==> config.mk <==
export PLATFORM = sky130hd
export DESIGN_NAME = msg_scroller_flat
export DESIGN_NICKNAME = d
export VERILOG_FILES = /design/src/rtl/msg_scroller_pkg.sv /design/src/rtl/msg_scroller_if.sv /design/src/rtl/msg_scroller_prescaler.sv /design/src/rtl/msg_scroller.sv /design/src/flat_wrapper.sv
export SDC_FILE = /design/constraint.sdc
export NUM_CORES = 1
export LEC_CHECK = 0
export BUFFER_PORTS_ARGS = -buffer_cell sky130_fd_sc_hd__buf_2
export CELL_PAD_IN_SITES_DETAIL_PLACEMENT = 0
export CELL_PAD_IN_SITES_GLOBAL_PLACEMENT = 2
export CORE_UTILIZATION = 43
export DETAILED_ROUTE_END_ITERATION = 6
export PLACE_DENSITY_LB_ADDON = 0.1
export REMOVE_ABC_BUFFERS = 1
export SYNTH_ARGS = -nofsm -noshare
export SYNTH_HDL_FRONTEND = slang
export SYNTH_SLANG_ARGS = --single-unit
==> constraint.sdc <==
create_clock -name clk -period 4.3 [get_ports clk]
set_input_delay 0.43 -clock clk [delete_from_list [all_inputs] [get_ports clk]]
set_output_delay 0.43 -clock clk [all_outputs]
set_load 0.005 [all_outputs]
==> src/rtl/msg_scroller_pkg.sv <==
// Shared types and constants for the message scroller: FSM states, the
// blank character code, default sizing and a width helper.
package scroll_pkg;

  typedef enum logic {
    ST_LOAD = 1'b0,
    ST_RUN  = 1'b1
  } state_t;

  typedef logic [1:0] char_t;

  localparam char_t       BLANK            = 2'b11;
  localparam int unsigned TICK_DIV_DEFAULT = 50000000;
  localparam int unsigned MSG_LEN_DEFAULT  = 8;
  localparam int          NUM_CHARS        = 6;

  // Ceiling log2, never less than 1 so every derived vector has a bit.
  function automatic int unsigned clog2_w(input int unsigned n);
    int unsigned w;
    int unsigned v;
    w = 0;
    v = n - 1;
    while (v != 0) begin
      w = w + 1;
      v = v >> 1;
    end
    if (w == 0) w = 1;
    return w;
  endfunction

endpackage

==> src/rtl/msg_scroller_if.sv <==
// Character write channel: one 2-bit code per accepted valid/ready beat.
interface msg_scroller_if;
  import scroll_pkg::*;

  logic  wr_valid;
  char_t wr_data;
  logic  wr_ready;

  modport master (
    output wr_valid,
    output wr_data,
    input  wr_ready
  );

  modport slave (
    input  wr_valid,
    input  wr_data,
    output wr_ready
  );

endinterface

==> src/rtl/msg_scroller_prescaler.sv <==
// Scroll-step prescaler: counts 0..TICK_DIV-1 while count_en is high, holds
// while it is low, and is forced to 0 by restart. tick marks the wrap cycle
// and is suppressed when restart is asserted in the same cycle.
module tick_prescaler
  import scroll_pkg::*;
#(
  parameter int unsigned TICK_DIV = TICK_DIV_DEFAULT
) (
  input  logic clk,
  input  logic aclr,
  input  logic count_en,
  input  logic restart,
  output logic tick
);

  localparam int unsigned     CNT_W = clog2_w(TICK_DIV);
  localparam logic [CNT_W-1:0] TERM = CNT_W'(TICK_DIV - 1);

  logic [CNT_W-1:0] cnt_q;
  logic             at_term;

  assign at_term = (cnt_q == TERM);
  assign tick    = count_en & ~restart & at_term;

  // Prescale counter with hold on count_en low and synchronous restart.
  always_ff @(posedge clk or negedge aclr) begin
    if (!aclr) begin
      cnt_q <= '0;
    end else if (restart) begin
      cnt_q <= '0;
    end else if (count_en) begin
      cnt_q <= at_term ? '0 : cnt_q + CNT_W'(1);
    end
  end

endmodule

==> src/rtl/msg_scroller.sv <==
// Message scroller: loads MSG_LEN 2-bit character codes through the write
// channel, then rotates a 6-character window over them once per prescaler
// tick in the direction selected by dir.
//
// state | meaning
// ------+-----------------------------------------------------------
// LOAD  | accepting characters; window shows what is stored so far
// RUN   | message frozen; window offset steps on each enabled tick
module msg_scroller
  import scroll_pkg::*;
#(
  parameter int unsigned TICK_DIV = TICK_DIV_DEFAULT,
  parameter int unsigned MSG_LEN  = MSG_LEN_DEFAULT
) (
  input  logic           clk,
  input  logic           aclr,
  input  logic           enable,
  input  logic           dir,
  input  logic           clear,
  msg_scroller_if.slave  wr,
  output char_t          char0,
  output char_t          char1,
  output char_t          char2,
  output char_t          char3,
  output char_t          char4,
  output char_t          char5,
  output logic           loading,
  output logic           tick
);

  localparam int unsigned      PTR_W = clog2_w(MSG_LEN);
  localparam logic [PTR_W-1:0] LAST  = PTR_W'(MSG_LEN - 1);

  state_t           state_q;
  state_t           state_d;
  char_t            msg_q [MSG_LEN];
  logic [PTR_W-1:0] wr_ptr_q;
  logic [PTR_W-1:0] offset_q;
  logic             in_load;
  logic             wr_fire;
  logic             run_start;
  logic             count_en;
  logic             restart;
  char_t            disp [NUM_CHARS];

  // Window index (base + step) mod MSG_LEN; step is always below MSG_LEN.
  function automatic logic [PTR_W-1:0] rot_idx(input logic [PTR_W-1:0] base,
                                               input int step);
    logic [PTR_W:0] sum;
    sum = {1'b0, base} + (PTR_W+1)'(step);
    if (sum >= (PTR_W+1)'(MSG_LEN)) sum = sum - (PTR_W+1)'(MSG_LEN);
    return sum[PTR_W-1:0];
  endfunction

  assign in_load     = (state_q == ST_LOAD);
  assign wr.wr_ready = in_load;
  assign loading     = in_load;

  // clear drops any coincident write.
  assign wr_fire   = wr.wr_valid & in_load & ~clear;
  assign run_start = wr_fire & (wr_ptr_q == LAST);

  assign count_en = (state_q == ST_RUN) & enable;
  assign restart  = clear | (state_q != ST_RUN);

  // Next-state logic: clear always returns to LOAD, last write enters RUN.
  always_comb begin
    state_d = state_q;
    if (clear) begin
      state_d = ST_LOAD;
    end else begin
      case (state_q)
        ST_LOAD: if (run_start) state_d = ST_RUN;
        ST_RUN:  state_d = ST_RUN;
        default: state_d = ST_LOAD;
      endcase
    end
  end

  // State register.
  always_ff @(posedge clk or negedge aclr) begin
    if (!aclr) state_q <= ST_LOAD;
    else       state_q <= state_d;
  end

  tick_prescaler #(
    .TICK_DIV (TICK_DIV)
  ) u_prescaler (
    .clk      (clk),
    .aclr     (aclr),
    .count_en (count_en),
    .restart  (restart),
    .tick     (tick)
  );

  // Message store: blanked on reset/clear, written only in LOAD.
  always_ff @(posedge clk or negedge aclr) begin
    if (!aclr) begin
      for (int i = 0; i < int'(MSG_LEN); i++) msg_q[i] <= BLANK;
    end else if (clear) begin
      for (int i = 0; i < int'(MSG_LEN); i++) msg_q[i] <= BLANK;
    end else if (wr_fire) begin
      msg_q[wr_ptr_q] <= wr.wr_data;
    end
  end

  // Write pointer: advances per accepted write, wraps after the last entry.
  always_ff @(posedge clk or negedge aclr) begin
    if (!aclr) begin
      wr_ptr_q <= '0;
    end else if (clear) begin
      wr_ptr_q <= '0;
    end else if (wr_fire) begin
      wr_ptr_q <= (wr_ptr_q == LAST) ? '0 : wr_ptr_q + PTR_W'(1);
    end
  end

  // Window offset: zeroed on entry to RUN, stepped by dir on each tick.
  always_ff @(posedge clk or negedge aclr) begin
    if (!aclr) begin
      offset_q <= '0;
    end else if (clear || run_start) begin
      offset_q <= '0;
    end else if (tick) begin
      if (dir) offset_q <= (offset_q == '0)  ? LAST : offset_q - PTR_W'(1);
      else     offset_q <= (offset_q == LAST) ? '0   : offset_q + PTR_W'(1);
    end
  end

  // Display window: six consecutive entries starting at the offset.
  always_comb begin
    for (int i = 0; i < NUM_CHARS; i++) disp[i] = msg_q[rot_idx(offset_q, i)];
  end

  assign char0 = disp[0];
  assign char1 = disp[1];
  assign char2 = disp[2];
  assign char3 = disp[3];
  assign char4 = disp[4];
  assign char5 = disp[5];

endmodule

==> src/flat_wrapper.sv <==
// flat-port wrapper written by rule: the top's interface ports become plain ports
module msg_scroller_flat import scroll_pkg::*;
#(
  parameter int unsigned TICK_DIV = TICK_DIV_DEFAULT,
  parameter int unsigned MSG_LEN  = MSG_LEN_DEFAULT
)
  (clk, aclr, enable, dir, clear, char0, char1, char2, char3, char4, char5, loading, tick, wr_wr_valid, wr_wr_data, wr_wr_ready);
  msg_scroller_if wr_i ();
  input  logic clk;
  input  logic aclr;
  input  logic enable;
  input  logic dir;
  input  logic clear;
  output char_t char0;
  output char_t char1;
  output char_t char2;
  output char_t char3;
  output char_t char4;
  output char_t char5;
  output logic loading;
  output logic tick;
  input wire logic [$bits(wr_i.wr_valid)-1:0] wr_wr_valid;
  input wire logic [$bits(wr_i.wr_data)-1:0] wr_wr_data;
  output wire logic [$bits(wr_i.wr_ready)-1:0] wr_wr_ready;
  assign wr_i.wr_valid = wr_wr_valid;
  assign wr_i.wr_data = wr_wr_data;
  assign wr_wr_ready = wr_i.wr_ready;
  msg_scroller #(.TICK_DIV(TICK_DIV), .MSG_LEN(MSG_LEN)) u_core (.clk(clk), .aclr(aclr), .enable(enable), .dir(dir), .clear(clear), .wr(wr_i), .char0(char0), .char1(char1), .char2(char2), .char3(char3), .char4(char4), .char5(char5), .loading(loading), .tick(tick));
endmodule
-- Word-level counts from Yosys, hierarchy flattened
Index checks and enable logic that the tools add are counted.
- ROM bits: 0
- bits in writable memories: 0
- bits of input ports: 8
- bits in latches: 0
- bits in registers: 49
- memories kept: 0
- $lt $le $gt $ge: 14
- bitwise logic cells: 17
- add/subtract/negate cells: 15
- shift-type cells: 0
- divide/modulo/power cells: 0
- multiply operators: 0
- reduce and logical (&&, ||, !) cells: 6
- muxes and demuxes: 43
- equality and inequality tests: 3
- operators with widths (cell ; count):
    $mux W26 ; 3
    $ge A4 B4 Y1 const B ; 12
    $mux W3 ; 14
    $bmux W2 S3 ; 6
    $mux W16 ; 2
    $not A3 Y4 ; 7
    $add A26 B1 Y26 const B ; 1
    $eq A26 B26 Y1 const B ; 1
    $mux W2 ; 13
    $sub A3 B1 Y3 const B ; 7
    $bwmux W16 ; 1
    $add A3 B2 Y4 const B ; 2
    $add A3 B3 Y4 const B ; 2
    $add A3 B1 Y3 const B ; 2
    $and A1 B1 Y1 ; 6
    $demux W2 S3 ; 1
    $eq A3 B3 Y1 const B ; 2
    $reduce_bool A2 Y1 ; 3
    $add A3 B1 Y4 const B ; 1
    $ge A3 B4 Y1 const B ; 1
    $lt A4 B1 Y1 const B ; 1
    $logic_not A3 Y1 ; 1
    $not A1 Y1 ; 3
    $mux W1 ; 2
    4 further kinds ; 4

-- Depth between registers and ports, before layout
- depth after elaboration: 8
- depth in mapped cells: 8

-- Cells and area by module
Synthesis repeated with hierarchy kept, for this count alone.
- cells, all modules: 376
- area, all modules: 3578.4 µm²
- by module, submodules not included (module ; area each (µm²) ; cells an instance ; instances):
    msg_scroller ; 1910.6 ; 181 ; 1
    tick_prescaler ; 1667.8 ; 195 ; 1

-- Worst setup path before layout
OpenSTA, ideal clock, no wires.
- kind: reg2out
- start point: register u_core.offset_q[0]
- end point: output port char5[0]
- cell stages (with the launch flop): 7
- data arrival time: 2270 ps
- setup slack: 1600 ps
- data required time: 3870 ps
- cells stage by stage: dfrtp_1 clkbuf_1 inv_1 ha_1 clkbuf_1 mux4_2 mux2_2
- cells in the longest elaborated chain, start to end: 7
- RTL lines (element ; RTL line ; RTL):
    start: declaration ; msg_scroller.sv:38 ; logic [PTR_W-1:0] offset_q;
    start signal: assignment ; msg_scroller.sv:125 ; if (dir) offset_q <= (offset_q == '0) ? LAST : offset_q - PTR_W'(1);
    start signal: assignment ; msg_scroller.sv:126 ; else offset_q <= (offset_q == LAST) ? '0 : offset_q + PTR_W'(1);
    $add A3 B3 Y4 * ; msg_scroller.sv:50 ; sum = {1'b0, base} + (PTR_W+1)'(step);
    $ge A4 B4 Y1 or $sub A3 B1 Y3 (tied branches) ; msg_scroller.sv:51 ; if (sum >= (PTR_W+1)'(MSG_LEN)) sum = sum - (PTR_W+1)'(MSG_LEN);
    $mux W3 * ; msg_scroller.sv:51 ;
    $not A3 Y4 (not written as such) * ; msg_scroller.sv:132 ; for (int i = 0; i < NUM_CHARS; i++) disp[i] = msg_q[rot_idx(offset_q, i)];
    $bmux W2 S3 * ; msg_scroller.sv:132 ;
    $mux W2 (not written as such) * (2 in a row) ; msg_scroller.sv:132 ;
    end: declaration ; flat_wrapper.sv:19 ; output char_t char5;
Mark *: on every way between the ends. The rest lies on a longest branch, timed or not. The select of a mux whose other input is x is not followed.

-- Worst setup path in the final report
- start point: register u_core.offset_q[0]
- end point: output port char1[0]
- cells in the longest elaborated chain, start to end: 7
- RTL lines (element ; RTL line ; RTL):
    $add A3 B1 Y4 * ; msg_scroller.sv:50 ;
    $ge A4 B4 Y1 or $sub A3 B1 Y3 (tied branches) ; msg_scroller.sv:51 ;
    $mux W3 * ; msg_scroller.sv:51 ;
    $not A3 Y4 (not written as such) * ; msg_scroller.sv:132 ;
    $bmux W2 S3 * ; msg_scroller.sv:132 ;
    $mux W2 (not written as such) * (2 in a row) ; msg_scroller.sv:132 ;
    end: declaration ; flat_wrapper.sv:15 ; output char_t char1;
Marked as above.

==> reports/qor.txt <==
H-tree depth: 2
Initial Utilization: 0.445
largest net degree at the start of global routing: 33
Final #Nets: 376
Core Area: 7770 um^2
die width: 91.6 um
worst r2r src: u_core.u_prescaler.cnt_q[0]
Yosys top cell by area: dfrtp_1
post-CTS setup buffers: 0
max-slew violations: 0
Synth area leaders: dfrtp_1 24%, dfstp_2 12%, mux4_2 10%, mux2i_1 3.5%, nand2_1 3.5%
FMAX: 294 MHz
Hold WC Path Type: in -> async
slowest CP cell: dfrtp_1
Skew-Pair Late Insertion Delay: 0.31 ns
vias in the first global route: 2802
DRT Wirelength: 8850 um
DR vias/cell: 6.27
FP Rows: 32
Total Neg Setup Slack: 0 ns
initial drt markers: 176
Clock Skew: 0.00662 ns
Num Clock Sinks: 49
R2R depth: 6
Setup-failing EPs final: 0
final period utilization: 0.791
worst-path maximum fanout: 17
sequential fraction of design power: 0.568
PnR Total Power: 0.000838 W
Layout area overhead: 7.39%
Sw Share: 0.258
CP Class: reg -> out
CP cell instances: inv_1 > ha_1 > mux4_2 > mux2_2 > buf_2
Yosys warnings: 0
Die Span Y: 91.6 um
status: complete, no violations
cell area after synthesis: 3450 um^2
IO buf count: 22
peak supply drop: 0.159 mV
minimum clock period after layout: 3.40 ns
EDFF count, synth: 0
Clk pwr share: 0.360
reg2reg setup slack: 1.69 ns
Fin. Hold Viols: 0
die area: 8400 um^2
CTS buffer count: 5
ys flop type: dfrtp_1
Post-CTS Hold Fix Bufs: 0
Slew headroom: 0.307
vias: 2897
gr usage total: 0.232
RSZ-0062 raised after global routing: false
switching pwr: 0.000216 W
DRC: 0
Mean Syn Cell Area: 9.87 um^2
post-DP HPWL: 6110 um
layout cells sized above 1: 0.225
Synth cell types: 53
CTS max path bufs: 2
Worst-Margin Slew: 1.04 ns
Reg-to-Reg End: u_core.offset_q[0]
CP bufs+invs: 2
clock-pin slew on the worst setup and hold paths: 0.10 ns
cell family with most CP delay: flip-flops
asr flop ratio synth: 1.00
Clock Tree Root: clkbuf_8
CP arrival: 2.97 ns
Post-Synthesis Cells: 350
antenna viol nets, final: 0
#FFs+latches synth: 49
initial antenna violation count: 0
CP Capture Type: output port
GRT overflow: 0
GP Congestion: 0.807
Worst setup SP type: flip-flop
CTS tree: yes
Max-Cap Viols: 0
required time of the worst setup path: 3.87 ns
Synth top area share: 0.239
sequential share of the synthesized area: 0.361
Pleak: 1.36 nW
first-pass GRT wire length: 15200 um
routed length per instance: 19.1 um
largest stage delay on the critical path: 0.85 ns
combinational power share: 0.072
Int Pwr: 0.000622 W
antenna diode count: 0
power per cell area: 226 nW/um^2
PostCTS Resize Cnt: 0
First-pass DRT Iterations: 5
io pins: 23
[sequential cells by signal, summed over array words and instances, names as in the netlist]
register / cells
u_core.state_q: 1
u_core.u_prescaler.cnt_q: 26
u_core.wr_ptr_q: 3
u_core.msg_q: 16
u_core.offset_q: 3
[cells in the final DEF, fill, tap and decap left out, types with 2 or more instances in the layout]
cell type	Yosys	routed
nor4b_1	5	5
nor2b_1	4	4
and3_1	10	10
or3_1	4	4
a21o_1	4	4
and2_1	2	2
o21ai_0	17	17
a311oi_1	3	3
buf_2	0	22
buf_4	1	3
o31a_1	2	2
dfstp_2	16	16
nand4_1	9	9
a31o_2	3	3
or4_1	5	5
o211a_1	2	2
a21oi_1	16	16
nor4_1	7	7
ha_1	9	9
mux2i_1	12	12
a32o_1	9	9
a211o_1	4	4
nand2_1	32	32
dfrtp_1	33	33
inv_1	7	7
nand2b_1	13	13
nand3b_1	6	6
nor3b_1	7	7
and4_1	3	3
mux4_2	16	16
nor2_1	17	17
nand3_1	11	11
clkbuf_8	0	6
mux2_2	10	10
nor3_1	11	11
nand4b_1	2	2
[power by group through the flow]
stage                     Clock [W]  Sequential (W)  Combinational [W]
after CTS                  0.000305        0.000476          0.0000617
final                      0.000301        0.000476          0.0000606
after detailed placement          0        0.000484          0.0000617
after global routing       0.000321        0.000477          0.0000679
after floorplan                   0        0.000481          0.0000297
after global placement            0        0.000484          0.0000618
[cell type report]
type                       count  area, um^2
clock inverter                 2        13.8
fill                         775        4060
tap                          102         128
sequential                    49        1250
multi-input combinational    271        2080
timing repair buffer          25         133
clock buffer                   6        82.6
inverter                       7        26.3
[stage by stage]
step	util	cells	hold WS (ns)	area (um^2)	setup slack [ns]
2_1_floorplan	-	327	0.134	3350	1.56
3_3_place_gp	0.465	454	0.413	3610	1.26
3_5_place_dp	0.465	454	0.409	3610	1.20
4_1_cts	0.478	462	0.0680	3710	0.828
5_1_grt	0.478	462	0.0810	3710	0.639
6_report	0.478	462	0.0614	3710	0.900
[synthesized netlist by cell type, drive strengths merged, types with 3 or more instances]
master  number
o21ai       17
and4         3
or4          5
nand2       32
a311oi       3
inv          7
a31o         3
nor4         7
dfstp       16
a21o         4
ha           9
nor4b        5
a211o        4
nand3       11
a21oi       16
clkbuf      19
mux2i       12
mux2        10
buf          4
nor2        17
dfrtp       33
nor3        11
nor3b        7
or3          4
nand2b      13
mux4        16
and3        10
nor2b        4
nand4       10
nand3b       6
a32o         9
[how the worst max path moves through the flow]
| stage | start | slack (ns) | endpoint | cells after the start |
|---|---|---|---|---|
| floorplan | u_core.offset_q[0] | 1.56 | char5[0] | 4 |
| global placement | u_core.offset_q[0] | 1.26 | char1[0] | 5 |
| detailed placement | u_core.offset_q[0] | 1.20 | char1[0] | 5 |
| CTS | u_core.offset_q[0] | 0.83 | char5[0] | 5 |
| global route | u_core.offset_q[0] | 0.64 | char5[0] | 5 |
| finish | u_core.offset_q[0] | 0.90 | char1[0] | 5 |
[routing by layer]
layer  track usage  vias up  share of wire
li1              -     1364              -
met1         0.375     1443           0.50
met2         0.326       85           0.43
met3        0.0332        5          0.060
met4        0.0463        0         0.0084
met5             0        -              0
[logic make-up (layout without fill, tap and decap cells)]
group                      after synthesis  after routing  share of synthesized area
and+or+nand+nor                        152            152                      0.250
AOI/OAI and AO/OA                       70             70                      0.141
DFF                                     49             49                      0.361
muxes                                   38             38                      0.172
buffers and inverters                   30             40                     0.0384
adders and majority gates                9              9                     0.0326
xor gates and xnor gates                 2              2                    0.00507
Power figures use the tool's default switching activity.
